--- config.mk ---
export PLATFORM = sky130hd
export DESIGN_NAME = alu
export DESIGN_NICKNAME = d
export VERILOG_FILES = /design/src/rtl/alu_pkg.sv /design/src/rtl/alu_shifter.sv /design/src/rtl/alu.sv
export SDC_FILE = /design/constraint.sdc
export NUM_CORES = 1
export LEC_CHECK = 0
export BUFFER_PORTS_ARGS = -buffer_cell sky130_fd_sc_hd__buf_2
export CAP_MARGIN = 20
export CORE_MARGIN = 5
export CORE_UTILIZATION = 67
export DETAILED_ROUTE_END_ITERATION = 7
export PLACE_DENSITY = 0.95
export SLEW_MARGIN = 20
export SYNTH_ARGS = -nofsm -noshare
export SYNTH_HDL_FRONTEND = slang
export SYNTH_HIERARCHICAL = 1
export SYNTH_SLANG_ARGS = --single-unit
--- constraint.sdc ---
create_clock -name clk -period 1.15 [get_ports clk]
set_clock_uncertainty 0.15 [all_clocks]
set_input_delay 0.115 -clock clk [delete_from_list [all_inputs] [get_ports clk]]
set_output_delay 0.115 -clock clk [all_outputs]
set_load 0.05 [all_outputs]
--- src/rtl/alu_pkg.sv ---
`default_nettype none
// ============================================================================
//  Module      : alu_pkg
//  Description : Shared constants and types for the KGP-miniRISC execute-stage
//                ALU. Holds the datapath width, the 4-bit ALUSel opcode map
//                and the barrel-shifter mode encoding.
//  Revision    : 1.0 - initial release
// ============================================================================
package alu_pkg;

    // Datapath width. Flag generation and the 5-bit shift amount assume 32.
    localparam int WIDTH = 32;

    // ALUSel opcode map
    localparam logic [3:0] ALU_ADD  = 4'b0000;
    localparam logic [3:0] ALU_COMP = 4'b0001;
    localparam logic [3:0] ALU_AND  = 4'b0010;
    localparam logic [3:0] ALU_XOR  = 4'b0011;
    localparam logic [3:0] ALU_SHLL = 4'b0100;
    localparam logic [3:0] ALU_SHRL = 4'b0101;
    localparam logic [3:0] ALU_SHRA = 4'b0110;
    localparam logic [3:0] ALU_SUB  = 4'b0111;
    localparam logic [3:0] ALU_DIFF = 4'b1001;

    // Barrel-shifter direction / fill mode
    typedef enum logic [1:0] {
        SH_LL = 2'd0,   // logical left
        SH_RL = 2'd1,   // logical right, zero fill
        SH_RA = 2'd2    // arithmetic right, sign fill
    } shift_mode_t;

endpackage : alu_pkg
`default_nettype wire

--- src/rtl/alu_shifter.sv ---
`default_nettype none
// ============================================================================
//  Module      : alu_shifter
//  Description : Combinational 32-bit barrel shifter with shifted-out bit.
//                Ports:
//                  a        in  [WIDTH-1:0]  value to shift
//                  amount   in  [4:0]        shift distance 0..31
//                  mode     in  shift_mode_t LL / RL / RA
//                  shifted  out [WIDTH-1:0]  shifted value
//                  out_bit  out 1            last bit shifted out (0 if amount==0)
//  Revision    : 1.0 - initial release
// ============================================================================
module alu_shifter
    import alu_pkg::*;
(
    input  logic [WIDTH-1:0] a,
    input  logic [4:0]       amount,
    input  shift_mode_t      mode,
    output logic [WIDTH-1:0] shifted,
    output logic             out_bit
);

    // Each shift runs on a 33-bit vector with one guard bit on the side the
    // data leaves from. After the shift the guard position holds exactly the
    // last bit pushed out, and a zero amount leaves the (zero) guard in place.
    logic [WIDTH:0] w_ll;
    logic [WIDTH:0] w_rl;
    logic [WIDTH:0] w_ra;

    assign w_ll = {1'b0, a} << amount;
    assign w_rl = {a, 1'b0} >> amount;
    assign w_ra = $signed({a, 1'b0}) >>> amount;

    always_comb begin
        shifted = w_ll[WIDTH-1:0];
        out_bit = w_ll[WIDTH];
        case (mode)
            SH_RL: begin
                shifted = w_rl[WIDTH:1];
                out_bit = w_rl[0];
            end
            SH_RA: begin
                shifted = w_ra[WIDTH:1];
                out_bit = w_ra[0];
            end
            default: begin
                shifted = w_ll[WIDTH-1:0];
                out_bit = w_ll[WIDTH];
            end
        endcase
    end

endmodule : alu_shifter
`default_nettype wire

--- src/rtl/alu.sv ---
`default_nettype none
// ============================================================================
//  Module      : alu
//  Description : 32-bit registered ALU for the KGP-miniRISC execute stage.
//                One-cycle latency, one result per clock, no enable.
//                Ports:
//                  clk     in  1      rising-edge clock
//                  rst_n   in  1      asynchronous active-low reset
//                  a       in  32     operand A (rs)
//                  b       in  32     operand B (rt / imm / shift amount)
//                  ALUSel  in  4      operation select
//                  result  out 32     registered result
//                  sign    out 1      registered result[31]
//                  zero    out 1      registered (result == 0)
//                  carry   out 1      registered per-operation carry
//                Build option: define ALU_SUB_EN to enable opcode 0111 (SUB);
//                otherwise 0111 is treated as an unused code.
//  Revision    : 1.0 - initial release
// ============================================================================
module alu
    import alu_pkg::*;
(
    input  logic             clk,
    input  logic             rst_n,
    input  logic [WIDTH-1:0] a,
    input  logic [WIDTH-1:0] b,
    input  logic [3:0]       ALUSel,
    output logic [WIDTH-1:0] result,
    output logic             sign,
    output logic             zero,
    output logic             carry
);

    // ------------------------------------------------------------------
    // Arithmetic: 33-bit sums so bit 32 is the carry out
    // ------------------------------------------------------------------
    logic [WIDTH:0] w_add;
    logic [WIDTH:0] w_comp;

    assign w_add  = {1'b0, a} + {1'b0, b};
    assign w_comp = {1'b0, ~b} + {{WIDTH{1'b0}}, 1'b1};

`ifdef ALU_SUB_EN
    // a + ~b + 1: bit 32 set means no borrow (a >= b unsigned)
    logic [WIDTH:0] w_sub;
    assign w_sub = {1'b0, a} + {1'b0, ~b} + {{WIDTH{1'b0}}, 1'b1};
`endif

    // ------------------------------------------------------------------
    // Shifter
    // ------------------------------------------------------------------
    shift_mode_t      w_sh_mode;
    logic [WIDTH-1:0] w_shifted;
    logic             w_sh_out;

    always_comb begin
        w_sh_mode = SH_LL;
        if (ALUSel == ALU_SHRL)
            w_sh_mode = SH_RL;
        else if (ALUSel == ALU_SHRA)
            w_sh_mode = SH_RA;
    end

    alu_shifter u_shifter (
        .a       (a),
        .amount  (b[4:0]),
        .mode    (w_sh_mode),
        .shifted (w_shifted),
        .out_bit (w_sh_out)
    );

    // ------------------------------------------------------------------
    // DIFF: index of lowest differing bit, 32 when operands are equal.
    // Scanning high to low lets the lowest set bit win.
    // ------------------------------------------------------------------
    logic [WIDTH-1:0] w_xor;
    logic [WIDTH-1:0] w_diff;

    assign w_xor = a ^ b;

    always_comb begin
        w_diff = WIDTH'(WIDTH);
        for (int i = WIDTH - 1; i >= 0; i--) begin
            if (w_xor[i])
                w_diff = WIDTH'(i);
        end
    end

    // ------------------------------------------------------------------
    // Operation mux
    // ------------------------------------------------------------------
    logic [WIDTH-1:0] w_result;
    logic             w_carry;

    always_comb begin
        w_result = '0;
        w_carry  = 1'b0;
        case (ALUSel)
            ALU_ADD: begin
                w_result = w_add[WIDTH-1:0];
                w_carry  = w_add[WIDTH];
            end
            ALU_COMP: begin
                w_result = w_comp[WIDTH-1:0];
                w_carry  = w_comp[WIDTH];
            end
            ALU_AND: begin
                w_result = a & b;
            end
            ALU_XOR: begin
                w_result = w_xor;
            end
            ALU_SHLL, ALU_SHRL, ALU_SHRA: begin
                w_result = w_shifted;
                w_carry  = w_sh_out;
            end
`ifdef ALU_SUB_EN
            ALU_SUB: begin
                w_result = w_sub[WIDTH-1:0];
                w_carry  = w_sub[WIDTH];
            end
`endif
            ALU_DIFF: begin
                w_result = w_diff;
            end
            default: begin
                w_result = '0;
                w_carry  = 1'b0;
            end
        endcase
    end

    // ------------------------------------------------------------------
    // Output register; flags always follow the newly loaded result
    // ------------------------------------------------------------------
    always_ff @(posedge clk or negedge rst_n) begin
        if (!rst_n) begin
            result <= '0;
            sign   <= 1'b0;
            zero   <= 1'b0;
            carry  <= 1'b0;
        end else begin
            result <= w_result;
            sign   <= w_result[WIDTH-1];
            zero   <= (w_result == '0);
            carry  <= w_carry;
        end
    end

endmodule : alu
`default_nettype wire

==> results.md, run 1 <==
- By area, the combinational part of the netlist is dominated by compound AO/OA/AOI/OAI gates.
- The stage where the flow stopped is 3_5_place_dp.
- The synthesized design contains 0 enable-type register cells.
- The synthesized netlist contains 96 unique library cells.
- The synthesized flop and latch total is 34.
- The starting utilization of the core area is 0.684.
- Input and output buffers added on the ports amount to 104.
- The fraction of the mapped netlist area in compound gates is 0.298.
- The cell area that synthesis handed to floorplanning was 9530 um2.
- The number of nets in the synthesized netlist is 1,307.
- The top flip-flop cell by instance count after synthesis is dfrtp_1.
- The share of synthesized area occupied by flip-flops and latches is 0.0893.
- During I/O placement, the number of pins put on the boundary was 105.
- During synthesis, Yosys emitted a total of 6 warnings.
- The run stopped with a tool error.
- The final weighted congestion in routability-driven placement is 1.28.
- mux4_2 takes more of the synthesized area than any other cell.
- The number of cells produced by synthesis is 1,201.
- A synthesized cell averages 7.93 um2.
- Sorting the synthesized cells by area gives the leading types as mux4_2, dfrtp_1, mux2i_1, ha_1, a21oi_1.
- Measured along the x axis, the die boundary spans 129 um.
- The portion of synthesized area spent on multiplexers is 0.254.
- The share of synthesized area in the top cell type comes to 0.132.
- The estimated wirelength of the detail-placed design is 46,200 um.
- The first error in the log reads "[ERROR DPL-0033] detailed placement checks failed during check placement".
- The area fraction in and, or, nand and nor cells after synthesis is 0.208.
- Of the total synthesized cell area, the portion taken by XOR and XNOR cells is 0.0303.
- The post-synthesis adder-cell area fraction is 0.0481.
- The die is 129 um tall.
- The proportion of synthesized flip-flops having asynchronous set or reset is 1.00.
- After floorplanning, the core was divided into 43 placement rows.
-- through the flow --
step | std cells | setup WS [ns] | hold WS, ns
3_3_place_gp | 1830 | -3.33 | -0.00329
2_1_floorplan | 1201 | -3.04 | -0.331
-- cells in the mapped netlist (9+ instances only) --
| cell type | number |
|---|---|
| inv_1 | 25 |
| a21oi_1 | 85 |
| nor4_1 | 16 |
| or4_1 | 16 |
| o22ai_1 | 18 |
| clkbuf_1 | 77 |
| or3_1 | 17 |
| a21o_1 | 15 |
| a31oi_1 | 14 |
| a22oi_1 | 12 |
| o221ai_1 | 13 |
| nand2b_1 | 12 |
| o31ai_1 | 9 |
| xnor2_1 | 21 |
| nor2_1 | 96 |
| nor3_1 | 26 |
| ha_1 | 35 |
| o21ai_0 | 75 |
| dfrtp_1 | 34 |
| mux2i_1 | 66 |
| o211ai_1 | 25 |
| nand3_1 | 28 |
| mux2_2 | 30 |
| mux4_2 | 56 |
| nand2_1 | 98 |
| buf_1 | 10 |
| nand4_1 | 15 |
| buf_2 | 20 |
| xor2_1 | 12 |
| a211oi_1 | 27 |
-- logic make-up after synthesis --
family          count (synthesis)
flops                          34
mux                           158
xor+xnor                       33
buf+inv                       148
simple gates                  383
fa+ha+maj                      36
compound gates                409
==> run 2, diff against run 1 <==
--- a/config.mk
+++ b/config.mk
@@ -8,9 +8,9 @@
 export BUFFER_PORTS_ARGS = -buffer_cell sky130_fd_sc_hd__buf_2
 export CAP_MARGIN = 20
 export CORE_MARGIN = 5
-export CORE_UTILIZATION = 67
+export CORE_UTILIZATION = 40
 export DETAILED_ROUTE_END_ITERATION = 7
-export PLACE_DENSITY = 0.95
+export PLACE_DENSITY_LB_ADDON = 0.15
 export SLEW_MARGIN = 20
 export SYNTH_ARGS = -nofsm -noshare
 export SYNTH_HDL_FRONTEND = slang
==> run 2 against run 1 <==
The flow now finishes, with violations (setup timing). Synthesized area stayed put. Synthesized cell count stayed put.
==> results.md, run 2 <==
- The critical path capture point type is a flip-flop.
- The number of CTS-inserted buffers is 5.
- Summing all non-filler instances in the final layout gives an area of 16,100 um2.
- The number of flops mapped to enable cells by yosys came to 0 (unchanged).
- The starting utilization of the core area came to 0.406 (-0.278).
- mux4_2 takes more of the synthesized area than any other cell.
- By area the synthesized netlist is led by mux4_2, dfrtp_1, mux2i_1, ha_1, a21oi_1.
- The share of total power dissipated in combinational logic is 0.742.
- The maximum VDD drop is 0.742 mV.
- The estimated wirelength of the detail-placed design is 38,600 um (-16%).
- In the final routed layout, each cell accounts on average for 23.6 um.
- The commonest cells after synthesis are nand2_1, nor2_1, a21oi_1.
- The number of endpoints failing setup at the final stage is 34.
- The detailed-route wire length is 49,100 um.
- The floorplan step defined a die boundary enclosing 27,000 um2.
- Among the stages of the critical path, the cell type that occurs most often is or4_4.
- Leaving out fill and tap cells, the most frequent cell in the layout is buf_4.
- The detailed-route vias per instance is 6.34.
- The final routed DRC violation total is 0.
- In the global route stage, met3 resource usage came out at 0.0562.
- For the finished layout, the period the worst path requires is 4.41 ns.
- The clock transition at the registers of the reported paths is 0.06 ns.
- The core area is 23,500 um2.
- The final weighted congestion in routability-driven placement is 1.02 (-20%).
- The proportion of synthesized flip-flops having asynchronous set or reset is 1.00 (unchanged).
- The TritonCTS clock tree is done.
- The number of global-route vias before repair is 12.7k.
- The share of synthesized area occupied by flip-flops and latches is 0.0893 (unchanged).
- The horizontal die dimension was 164 um (+27%).
- The initial antenna violation count is 0.
- For this run, the share of the core covered by cells in the final layout is 0.686.
- Entering global routing, the biggest net connects 35 pins.
- The number of sinks handled by clock tree synthesis is 34.
- The number of cells after detailed placement is 2,004.
- The combined area of all synthesized cells is 9530 um2 (unchanged).
- The number of hold-slack violations in the final timing report is 0.
- The routing layer with the top usage in global route is met2.
- The required arrival time at the worst endpoint is 1.19 ns.
- The critical path startpoint category is an input pin.
- Derived from the worst setup path, the maximum achievable clock frequency is 227 MHz.
- The leakage power is 7.08 nW.
- In the final layout, the registers with the most flip-flops are result x32, carry x1, zero x1.
- The final layout contains 1,871 nets.
- Data on the critical path arrives at its endpoint at 4.46 ns.
- The number of detailed-route iterations in the first pass is 7.
- The wire length of the first global-routing pass is 74,200 um.
- The delay of the slowest cell on the worst path is 0.47 ns.
- Once placement finished, the instance area stood at 14,100 um2.
- The critical path contains buffers and inverters numbering 3 combined.
- The root buffer cell is clkbuf_16.
- The share of the synthesized area in the top cell type came to 0.132 (unchanged).
- The number of placement rows is 56 (+30%).
- Power spread over the standard cell area amounts to 654 nW/um2.
- The number of levels in the clock H-tree is 2.
- The checks that failed: setup timing.
- The average cell area after synthesis came to 7.93 um2 (unchanged).
- For met2 alone, demand over resource in global routing was 0.560.
- At the pin with the least slew margin, the transition time is 0.691 ns.
- The signal on the critical path passes through buf_6 > nand2b_4 > nor3b_4 > inv_2 > ha_4 > buf_6 > a311oi_4 > o22ai_2 > a221o_1 > nand3b_1 > a31oi_1 > a21oi_1 > nand4_2 > nor2_1 > or4b_4 > or4_4 > or4_4 > or4_4 > nor4_4.
- For this run the aggregate overflow at the end of global routing stands at 0.
- The run finished, with violations left.
- The total track usage is 0.352.
- result holds more flip-flops than any other register.
- For this block, the initial DRC count from the detailed router was 1,549.
- The synthesis-to-layout area growth is 68.9%.
- Hold is met by 0.197 ns.
- The path class of the tightest hold or removal check is input pin to flip-flop.
- Of the total power, the share spent switching nets is 0.449.
- The library cells used most frequently in the layout, excluding fill and tap cells, are buf_4, nand2_1, nor2_1.
- The top-level port count is 105 (unchanged).
- Dividing the final minimum period by the clock period gives 3.84.
- The number of cells produced by synthesis is 1,201 (unchanged).
- The synthesized flop and latch total came to 34 (unchanged).
- The top flip-flop cell by instance count after synthesis is dfrtp_1.
- The number of nets in the synthesized netlist is 1,307 (unchanged).
- Excluding fillers, the count of instances in the completed layout stands at 2,085.
- The count of cell types in the netlist is 96 (unchanged).
- The remaining antenna violation count is 0.
- The critical path is of the input pin to flip-flop type.
- The slowest stage of the critical path belongs to the cell or4b_4.
- The total power of the final layout is 10.5 mW.
- The internal power is 5.80 mW.
- The max capacitance violation total is 0.
- The share of total power dissipated in sequential elements is 0.127.
- The height of the chip came to 164 um (+27%).
- The total via count in the routed design is 13.2k.
- The maximum fanout along the worst path is 6.
- The maximum clock insertion buffer count is 2.
- The share of total power dissipated in the clock network is 0.130.
- Setup repair after global routing could not meet its margin everywhere.
- The number of diodes is 0.
- Setup slack on the critical path of the routed design comes to -3.26 ns.
- The register with the most flip-flops in the layout has 32 of them.
- The switching component of the power is 4.72 mW.
- In this design, the largest share of critical-path delay is due to simple AND/OR/NAND/NOR gates.
- In the global route stage, met1 resource usage came out at 0.490.
- The worst-case headroom to the max-slew limit is 0.533.
- In the final layout, the share of cells above drive strength 1 is 0.548.
- The total count of max-transition violations in the final report is 0.
- The most frequent cell after synthesis is nand2_1.
- The number of warnings printed during yosys synthesis is 6 (unchanged).
- The count of buffers inserted at the top-level ports is 104 (unchanged).
run 2: cell families after synthesis:
group | count (synthesis) | synth area share
buffers and inverters | 148 | 0.0725
AND/OR/NAND/NOR | 383 | 0.208
XOR/XNOR | 33 | 0.0303
AO/OA/AOI/OAI | 409 | 0.298
adder cells (fa/ha/maj) | 36 | 0.0481
multiplexers | 158 | 0.254
flip-flops | 34 | 0.0893
run 2: final cells by class:
type	count	area (um2)
Clock buffer	7	143
Clock inverter	1	5.00
Fill cell	1952	7380
Inverter	27	113
Multi-Input combinational cell	1019	9210
Sequential cell	34	852
Tap cell	319	399
Timing Repair Buffer	678	5370
run 2: worst paths after layout:
kind	startpoint	endpoint	slack (ns)	cells after the start
min in group asynchronous	rst_n	result[28]$_DFF_PN0_	0.25	3
max in group asynchronous	rst_n	result[31]$_DFF_PN0_	0.27	3
worst min-delay path	b[31]	carry$_DFF_PN0_	0.20	4
worst max-delay path	ALUSel[3]	zero$_DFF_PN0_	-3.26	19
run 2: power groups by stage:
| stage | clock network, mW | logic, mW | registers [mW] |
|---|---|---|---|
| floorplan | 0 | 3.17 | 1.78 |
| global placement | 0 | 6.64 | 1.35 |
| detailed placement | 0 | 6.70 | 1.36 |
| CTS | 1.40 | 7.39 | 1.34 |
| global route | 1.46 | 8.19 | 1.35 |
| finish | 1.37 | 7.81 | 1.34 |
run 2: metrics by stage:
stage | setup TNS (ns) | worst slack [ns]
6_report | -60.73 | -3.26
5_1_grt | -63.36 | -3.40
4_1_cts | -57.46 | -3.15
3_5_place_dp | -72.59 | -3.61
3_3_place_gp | -72.31 | -3.59
2_1_floorplan | -44.66 | -3.04
run 2: repair_timing:
item,4_1_cts,5_1_grt
pin swaps,82,79
buffers inserted,62,30
gates cloned,1,0
gates resized for setup,203,98
hold buffers,1,0
endpoints found under the setup margin,39,48
endpoints found under the hold margin,34,0
run 2: per-layer routing:
layer / up-vias / routed length, um
met4: 0 / 2190
met5: - / 0
met2: 819 / 22200
met1: 6373 / 20100
met3: 137 / 4590
li1: 5897 / -
No activity file was read; power rests on OpenSTA's default activity.
